### config.mk
export PLATFORM = sky130hd
export DESIGN_NAME = wb_load_queue
export DESIGN_NICKNAME = d
export VERILOG_FILES = /design/src/rtl/cpu_pkg.sv /design/src/rtl/load_align.sv /design/src/rtl/wb_load_queue_chk.sv /design/src/rtl/wb_load_queue.sv
export SDC_FILE = /design/constraint.sdc
export NUM_CORES = 1
export LEC_CHECK = 0
export ABC_AREA = 1
export CAP_MARGIN = 20
export CORE_MARGIN = 2
export CORE_UTILIZATION = 60
export DETAILED_ROUTE_END_ITERATION = 10
export PLACE_DENSITY = 0.84
export SLEW_MARGIN = 25
export SYNTH_ARGS = -nofsm -noshare
export SYNTH_HDL_FRONTEND = slang
export SYNTH_SLANG_ARGS = --single-unit
### constraint.sdc
create_clock -name clk -period 24 [get_ports clk]
set_input_delay 4.8 -clock clk [delete_from_list [all_inputs] [get_ports clk]]
set_output_delay 4.8 -clock clk [all_outputs]
set_load 0.005 [all_outputs]
### src/rtl/cpu_pkg.sv
// Shared load-path definitions: access size codes, load-queue entry states and
// the per-load metadata record captured when a load is issued.
package cpu_pkg;

  localparam logic [1:0] SZ_B = 2'b00;
  localparam logic [1:0] SZ_H = 2'b01;
  localparam logic [1:0] SZ_W = 2'b10;
  localparam logic [1:0] SZ_D = 2'b11;

  // Metadata fields are sized for the widest supported bus and register index.
  localparam int OFF_MAX_W = 3;
  localparam int RD_MAX_W  = 8;

  typedef enum logic [1:0] {
    EMPTY = 2'd0,
    WAIT  = 2'd1,
    DONE  = 2'd2
  } ent_state_e;

  typedef struct packed {
    logic [1:0]           size;
    logic                 sgn;
    logic [OFF_MAX_W-1:0] off;
    logic [RD_MAX_W-1:0]  rd;
  } ld_meta_t;

endpackage

### src/rtl/load_align.sv
// Combinational load alignment: shift the bus word down by the byte offset and
// zero/sign-extend the selected byte, half, word or dword to the bus width.
module load_align
  import cpu_pkg::*;
#(
  parameter int DATA_W = 32
) (
  input  logic [DATA_W-1:0]           data_i,
  input  logic [1:0]                  size_i,
  input  logic                        sign_i,
  input  logic [$clog2(DATA_W/8)-1:0] off_i,
  output logic [DATA_W-1:0]           data_o
);

  logic [DATA_W-1:0] shifted_s;
  logic [DATA_W-1:0] mask_s;
  logic [DATA_W-1:0] msb_s;
  logic [6:0]        raw_w_s;
  logic [6:0]        width_s;
  logic              neg_s;

  assign shifted_s = data_i >> {off_i, 3'b000};

  // Access width in bits before clamping to the bus
  always_comb begin
    case (size_i)
      SZ_B:    raw_w_s = 7'd8;
      SZ_H:    raw_w_s = 7'd16;
      SZ_W:    raw_w_s = 7'd32;
      default: raw_w_s = 7'd64;
    endcase
  end

  // A full-width access yields an all-ones mask, so it is never extended.
  assign width_s = (raw_w_s > 7'(DATA_W)) ? 7'(DATA_W) : raw_w_s;
  assign mask_s  = ~({DATA_W{1'b1}} << width_s);
  assign msb_s   = mask_s & ~(mask_s >> 1);
  assign neg_s   = sign_i && (|(shifted_s & msb_s));
  assign data_o  = (shifted_s & mask_s) | (neg_s ? ~mask_s : {DATA_W{1'b0}});

endmodule

### src/rtl/wb_load_queue_chk.sv
// Protocol checker for wb_load_queue: flags data responses that arrive with no
// outstanding load and nothing left to drop.
module wb_load_queue_chk (
  input logic clk,
  input logic rst,
  input logic rsp_valid,
  input logic drop_zero,
  input logic wait_none
);

  a_rsp_orphan: assert property (@(posedge clk) disable iff (rst)
    !(rsp_valid && drop_zero && wait_none))
    else $error("wb_load_queue: response with no outstanding load");

endmodule

### src/rtl/wb_load_queue.sv
// In-order load queue between memory stage and register-file write port.
// Optional same-cycle response bypass to the writeback port: WB_LOAD_BYPASS_EN.
module wb_load_queue
  import cpu_pkg::*;
#(
  parameter int DATA_W = 32,
  parameter int DEPTH  = 4,
  parameter int RD_W   = 5
) (
  input  logic                        clk,
  input  logic                        rst,
  input  logic                        flush,
  input  logic                        req_valid,
  output logic                        req_ready,
  input  logic [1:0]                  req_size,
  input  logic                        req_signed,
  input  logic [$clog2(DATA_W/8)-1:0] req_off,
  input  logic [RD_W-1:0]             req_rd,
  input  logic                        rsp_valid,
  input  logic [DATA_W-1:0]           rsp_data,
  output logic                        wb_valid,
  input  logic                        wb_ready,
  output logic [DATA_W-1:0]           wb_data,
  output logic [RD_W-1:0]             wb_rd,
  output logic [$clog2(DEPTH):0]      count
);

  localparam int PW = $clog2(DEPTH);
  localparam int OW = $clog2(DATA_W/8);

  typedef logic [PW:0]   ptr_t;
  typedef logic [PW-1:0] idx_t;
  typedef logic [PW+1:0] occ_t;

  ent_state_e        st_q [DEPTH];
  ent_state_e        st_d [DEPTH];
  ld_meta_t          meta_q [DEPTH];
  logic [DATA_W-1:0] res_q [DEPTH];

  ptr_t wp_q, wp_d, dp_q, dp_d, rp_q, rp_d, drop_q, drop_d;
  logic              wb_valid_q, wb_valid_d;
  logic [DATA_W-1:0] wb_data_q, wb_data_d;
  logic [RD_W-1:0]   wb_rd_q, wb_rd_d;

  idx_t              wi_s, di_s, ri_s, hi_s;
  ptr_t              n_wait_s;
  logic              push_s, pop_s, rsp_drop_s, rsp_live_s, byp_s;
  logic              head_cap_s, head_done_s;
  logic [DATA_W-1:0] align_s;
  ld_meta_t          req_meta_s;

  assign wi_s     = wp_q[PW-1:0];
  assign di_s     = dp_q[PW-1:0];
  assign ri_s     = rp_q[PW-1:0];
  assign n_wait_s = wp_q - dp_q;
  assign count    = wp_q - rp_q;

  // Dropped responses still occupy capacity until they arrive.
  assign req_ready  = !flush && ((occ_t'(count) + occ_t'(drop_q)) < occ_t'(DEPTH));
  assign push_s     = req_valid && req_ready;
  assign rsp_drop_s = rsp_valid && (drop_q != '0);
  assign rsp_live_s = rsp_valid && (drop_q == '0) && (n_wait_s != '0);

  assign req_meta_s = '{size: req_size, sgn: req_signed,
                        off: OFF_MAX_W'(req_off), rd: RD_MAX_W'(req_rd)};

  load_align #(.DATA_W(DATA_W)) u_align (
    .data_i (rsp_data),
    .size_i (meta_q[di_s].size),
    .sign_i (meta_q[di_s].sgn),
    .off_i  (meta_q[di_s].off[OW-1:0]),
    .data_o (align_s)
  );

`ifdef WB_LOAD_BYPASS_EN
  assign byp_s = rsp_live_s && !flush && !wb_valid_q && (dp_q == rp_q);
`else
  assign byp_s = 1'b0;
`endif

  assign wb_valid = wb_valid_q | byp_s;
  assign wb_data  = byp_s ? align_s : wb_data_q;
  assign wb_rd    = byp_s ? meta_q[di_s].rd[RD_W-1:0] : wb_rd_q;
  assign pop_s    = wb_valid && wb_ready && !flush;

  // Entry state, pointer and drop-counter next state; flush overrides all
  always_comb begin
    st_d   = st_q;
    wp_d   = wp_q;
    dp_d   = dp_q;
    rp_d   = rp_q;
    drop_d = drop_q;
    if (flush) begin
      for (int i = 0; i < DEPTH; i++) st_d[i] = EMPTY;
      dp_d   = wp_q;
      rp_d   = wp_q;
      drop_d = drop_q + n_wait_s - ptr_t'(rsp_live_s) - ptr_t'(rsp_drop_s);
    end else begin
      if (rsp_drop_s) drop_d = drop_q - ptr_t'(1);
      else            drop_d = drop_q;
      if (rsp_live_s) begin
        st_d[di_s] = DONE;
        dp_d       = dp_q + ptr_t'(1);
      end else begin
        dp_d = dp_q;
      end
      if (pop_s) begin
        st_d[ri_s] = EMPTY;
        rp_d       = rp_q + ptr_t'(1);
      end else begin
        rp_d = rp_q;
      end
      if (push_s) begin
        st_d[wi_s] = WAIT;
        wp_d       = wp_q + ptr_t'(1);
      end else begin
        wp_d = wp_q;
      end
    end
  end

  // The head after this edge may complete this same cycle from the response.
  assign hi_s        = pop_s ? (ri_s + idx_t'(1)) : ri_s;
  assign head_cap_s  = rsp_live_s && (di_s == hi_s);
  assign head_done_s = head_cap_s || (st_q[hi_s] == DONE);

  // Writeback register reload from the (possibly new) head entry
  always_comb begin
    wb_valid_d = 1'b0;
    wb_data_d  = wb_data_q;
    wb_rd_d    = wb_rd_q;
    if (flush) begin
      wb_valid_d = 1'b0;
    end else if (head_done_s) begin
      wb_valid_d = 1'b1;
      wb_data_d  = head_cap_s ? align_s : res_q[hi_s];
      wb_rd_d    = meta_q[hi_s].rd[RD_W-1:0];
    end else begin
      wb_valid_d = 1'b0;
    end
  end

  // Control state and writeback register
  always_ff @(posedge clk or posedge rst) begin
    if (rst) begin
      for (int i = 0; i < DEPTH; i++) st_q[i] <= EMPTY;
      wp_q       <= '0;
      dp_q       <= '0;
      rp_q       <= '0;
      drop_q     <= '0;
      wb_valid_q <= 1'b0;
      wb_data_q  <= '0;
      wb_rd_q    <= '0;
    end else begin
      st_q       <= st_d;
      wp_q       <= wp_d;
      dp_q       <= dp_d;
      rp_q       <= rp_d;
      drop_q     <= drop_d;
      wb_valid_q <= wb_valid_d;
      wb_data_q  <= wb_data_d;
      wb_rd_q    <= wb_rd_d;
    end
  end

  // Entry payload: metadata at push, aligned result at capture
  always_ff @(posedge clk or posedge rst) begin
    if (rst) begin
      for (int i = 0; i < DEPTH; i++) begin
        meta_q[i] <= '0;
        res_q[i]  <= '0;
      end
    end else begin
      if (push_s) meta_q[wi_s] <= req_meta_s;
      if (rsp_live_s && !flush) res_q[di_s] <= align_s;
    end
  end

`ifndef SYNTHESIS
  wb_load_queue_chk u_chk (
    .clk       (clk),
    .rst       (rst),
    .rsp_valid (rsp_valid),
    .drop_zero (drop_q == '0),
    .wait_none (n_wait_s == '0)
  );
`endif

endmodule
Yosys cells after proc, flatten, opt, wreduce, memory -nomap -nowiden
Cells that the tools add are included.
{"block": "word_totals", "register_bits": 242, "latch_bits": 0, "mem_bits_rw": 0, "rom_bits": 0, "n_memories": 0}
{"block": "classes", "add_sub_neg": 11, "multipliers": 0, "div": 0, "magnitude_cmp": 9, "eq_ne": 4, "n_shift": 2, "mux": 43, "bitwise_logic": 20, "n_reduce_logical": 25}
{"cell": "$mux W32", "count": 5}
{"cell": "$bwmux W128", "count": 1}
{"cell": "$and A32 B32 Y32", "count": 3}
{"cell": "$bmux W32 S2", "count": 1}
{"cell": "$demux W32 S2", "count": 1}
{"cell": "$not A32 Y32", "count": 2}
{"cell": "$bmux W14 S2", "count": 2}
{"cell": "$bwmux W56", "count": 1}
{"cell": "$mux W8", "count": 6}
{"cell": "$mux W14", "count": 3}
{"cell": "$not A31 Y32", "count": 1}
{"cell": "$or A32 B32 Y32", "count": 1}
{"cell": "$reduce_or A32 Y1", "count": 1}
{"cell": "$shl A32 B7 Y32 const A", "count": 1}
{"cell": "$shr A32 B5 Y32", "count": 1}
{"cell": "$demux W14 S2", "count": 1}
{"cell": "$pmux W7 S3", "count": 1}
{"cell": "$mux W3", "count": 6}
{"cell": "$logic_and A1 B1 Y1", "count": 13}
{"cell": "$demux W2 S2", "count": 3}
{"cell": "$ge A3 B3 Y1 const B", "count": 4}
{"cell": "$mux W2", "count": 6}
{"cell": "$not A2 Y3", "count": 4}
{"cell": "$mux W5", "count": 2}
{"cell": "29 further kinds", "count": 44}

Logic depth before layout (Yosys ltp)
{"block": "logic_depth", "depth_word": 18, "depth_mapped": 18, "depth_no_buf": 18}

Cells and area by module
A second synthesis with hierarchy kept.
{"block": "hier_totals", "cells_unflattened": 1619, "area_unflattened_um2": 11947.7}
{"mod": "wb_load_queue", "instances": 1, "cells_per_inst": 1458, "area_per_inst_um2": 11205.7}
{"mod": "load_align", "instances": 1, "cells_per_inst": 161, "area_per_inst_um2": 742.0}

Worst setup path before layout
No wires, ideal clock.
{"block": "synth_timing", "path_kind": "input port to output port", "start": "in flush", "end": "out req_ready", "arrival_ps": 5219, "required_ps": 19200, "path_slack_ps": 13981, "cell_stages": 2, "path_buffers": 0, "cell_sequence": "nor4_1 > o21a_1"}
{"block": "synth_between", "elab_chain_cells": 2}
{"element": "start, declared", "line_no": "wb_load_queue.sv:12", "text": "input logic flush,"}
{"element": "$logic_not A1 Y1", "line_no": "wb_load_queue.sv:59", "text": "assign req_ready = !flush && ((occ_t'(count) + occ_t'(drop_q)) < occ_t'(DEPTH));"}
{"element": "$logic_and A1 B1 Y1", "line_no": "wb_load_queue.sv:59"}
{"element": "end, declared", "line_no": "wb_load_queue.sv:14", "text": "output logic req_ready,"}
No other way between the ends.

Worst setup path after layout
Same ends and word-level chain as after synthesis.

==> impl_metrics.csv <==
group,metric,value,unit
layout,fin_area,13470,um^2
synthesis,synth_top_area_share,48.37,%
timing,rsz0062_at_grt,"false",
layout,drive_above_1_share,6.721,%
cts,cts_tree,"done",
global_routing,overflow,0,
global_routing,grt_use_total,30.72,%
worst_hold_path,hp-class,"reg -> reg",
power_and_ir_drop,pwr-share-comb,45.8,%
detailed_routing,ant_nets,0,
timing,setup_viol,0,
detailed_routing,avgViaCountPerCell,5.652,
floorplan,num_io_pins,90,
cts,clk_pin_slew,0.06,ns
detailed_routing,drtIter0Drc,993,
worst_setup_path,worst_setup_path_start_kind,"input port",
timing,worstMarginPinSlew,1.035,ns
floorplan,core_area,19270,um^2
cts,cts_sinks,226,
power_and_ir_drop,power.switching,783.3,uW
detailed_routing,drc,0,
worst_hold_path,hold_path_depth,2,
worst_setup_path,path_max_fanout,24,
floorplan,start_util,60.67,%
power_and_ir_drop,pwr_density_cell,137.8,nW/um^2
worst_hold_path,holdPathEnd,"res_q[101]",
cts,post_cts_buffers,0,
layout,finalNetCount,1663,
cts,numCtsBuffers,25,
floorplan,die_h,143.6,um
worst_setup_path,rrSetupSlack,19.74,ns
worst_setup_path,crit_type,"in -> out",
worst_setup_path,reg2reg_depth,16,
synthesis,syn_nets,1618,
floorplan,die_w,143.6,um
power_and_ir_drop,seqPwrFrac,32.5,%
power_and_ir_drop,power.leakage,0.006882,uW
timing,finalCritPeriodShare,46.65,%
floorplan,design.die.area,20620,um^2
timing,achievable-frequency,89.31,MHz
cts,cts-htree-levels,1,
placement,portBuffers,89,
synthesis,avgSynthCellArea,7.567,um^2
worst_setup_path,worstReg2RegEnd,"drop_q[2]",
power_and_ir_drop,finalPower,1855,uW
worst_setup_path,crit_arrival,6.40,ns
worst_setup_path,r2r-start,"dp_q[0]",
timing,max_slew_margin,31.03,%
timing,period_minus_slack,11.20,ns
cts,cts_buffer_depth,3,
synthesis,yosysSeqAreaShare,48.37,%
global_routing,grt_pass1_vias,10070,
detailed_routing,vias,10580,
timing,finalSetupTns,0,ns
floorplan,rows,51,
detailed_routing,firstDrtPassIters,6,
cts,cts_root_buffer,"clkbuf_16",
layout,fillCellCount,1551,
status,status,"completed",
worst_hold_path,hp-start,"res_q[101]",
timing,finalHoldViolCount,0,
timing,finalMaxSlewViolations,0,
power_and_ir_drop,vdd_ir_drop_max,0.1145,mV
global_routing,grt_antenna_before_repair,0,
synthesis,synth_cell_type_count,35,
run,cap_violations,0,
detailed_routing,wl_per_cell,16.54,um
worst_setup_path,required,19.20,ns
synthesis,netlist_instances,1545,
placement,hpwl,18.77,mm
cts,insertion_delay,0.53,ns
placement,place.gp.congestion,0.8522,
synthesis,yosys_register_bits,226,
synthesis,synthTopCellsByArea,"dfrtp_1 (48%), nand2_1 (20%), o21ai_0 (7.3%), nor2_1 (3.8%), inv_1 (2.8%)",
power_and_ir_drop,p_int,1072,uW
synthesis,yosys_warnings,0,
power_and_ir_drop,clkPwrFrac,21.7,%
cts,post_cts_resized,0,
synthesis,yosys.area.top_type,"dfrtp_1",
detailed_routing,routed_wl,30.96,mm
power_and_ir_drop,swShare,42.22,%
worst_setup_path,end_kind,"output pin",
timing,finClkSkew,0.01366,ns
layout,insertedDiodeCount,0,
global_routing,grt_max_degree,107,
global_routing,grt_pass1_wl,50.40,mm
placement,place_area,12590,um^2
synthesis,synth_area,11690,um^2
cts,cts_hold_repair.buffers,0,
layout,synthToLayoutAreaGrowth,15.18,%
[cells in the mapped netlist, drive strengths merged]
master	number
nor4	2
nand2	641
ha	20
nand3b	5
a21oi	40
or2	2
fa	5
a31oi	3
clkinv	2
o221ai	1
clkbuf	24
o22ai	12
xnor2	4
o21a	1
nor2	124
o211ai	7
o21ai	202
buf	60
xor2	6
nand3	63
dfrtp	226
inv	95
[layout by cell type, fill, tap and decap left out, types with 3 or more instances in the layout]
master	instances
nor2_1	117
clkbuf_8	8
xor2_1	6
nor2_2	4
clkinv_2	4
xnor2_1	3
fa_1	5
o211ai_1	7
inv_2	8
nand3b_1	5
nand2_1	617
nand2_4	4
ha_1	20
nand2_2	20
nand3_1	55
bufinv_16	3
a21oi_1	40
buf_4	12
inv_1	85
o22ai_1	12
nand3_2	7
a31oi_1	3
o21ai_0	170
o21ai_1	31
clkdlybuf4s50_1	89
dfrtp_1	226
nor2_4	3
clkbuf_16	25
[area by class of cell]
type / count / area (um^2) / area share [%]
Clock buffer: 35 / 743.2 / 5.519
Clock inverter: 9 / 130.1 / 0.9664
Inverter: 97 / 372.9 / 2.769
Multi-Input combinational cell: 1138 / 5240 / 38.91
Sequential cell: 226 / 5655 / 42.00
Tap cell: 265 / 331.6 / 2.462
Timing Repair Buffer: 102 / 992.2 / 7.369
[flip-flops by register name (all words and copies together), names as in the netlist, 5 cells and up]
signal	count
st_q	8
res_q	128
wb_rd	5
wb_data	32
meta_q	40
[cell families after synthesis]
group / count (synthesis) / synth area share, %
adders and majority gates: 25 / 2.997
buffers and inverters: 181 / 6.913
AOI/OAI and AO/OA: 266 / 11.78
xor gates and xnor gates: 10 / 0.8134
DFF: 226 / 48.37
and+or+nand+nor: 837 / 29.12
[power groups by stage]
| stage | clock (uW) | sequential, uW | combinational [uW] |
|---|---|---|---|
| global placement | 0 | 600 | 808 |
| floorplan | 0 | 585 | 615 |
| global route | 420 | 619 | 954 |
| finish | 403 | 604 | 849 |
| CTS | 406 | 601 | 842 |
| detailed placement | 0 | 604 | 833 |
[how the worst max path moves through the flow]
stage,startpoint,to,cells after the start
2_1_floorplan,rst,dp_q[0],1
5_1_grt,flush,req_ready,5
3_3_place_gp,flush,req_ready,5
3_5_place_dp,flush,req_ready,5
6_report,flush,req_ready,5
4_1_cts,flush,req_ready,5
[critical path, stage by stage]
cell	delay (ns)
clkdlybuf4s50_1	0.39
buf_4	0.22
nor4_1	0.30
o21a_1	0.18
clkdlybuf4s50_1	0.50
[stage by stage]
step                      std cells  util [%]  setup WS [ns]  hold slack (ns)
final                          1872     69.87          12.80           0.4668
after global routing           1872     69.87          12.63           0.4913
after CTS                      1872     69.85          12.80           0.4687
after detailed placement       1828     65.32          12.80           0.4530
after global placement         1828     65.32          12.80           0.4486
after floorplan                1545         -          13.01           0.4367
[metal layers]
metal,track usage [%],vias to the layer above,share of wire [%]
li1,-,4966,-
met1,40.84,5039,40
met2,51.35,488,48
met3,3.599,88,7.4
met4,13.11,0,4.1
met5,0,-,0
No activity file was read; power rests on OpenSTA's default activity.
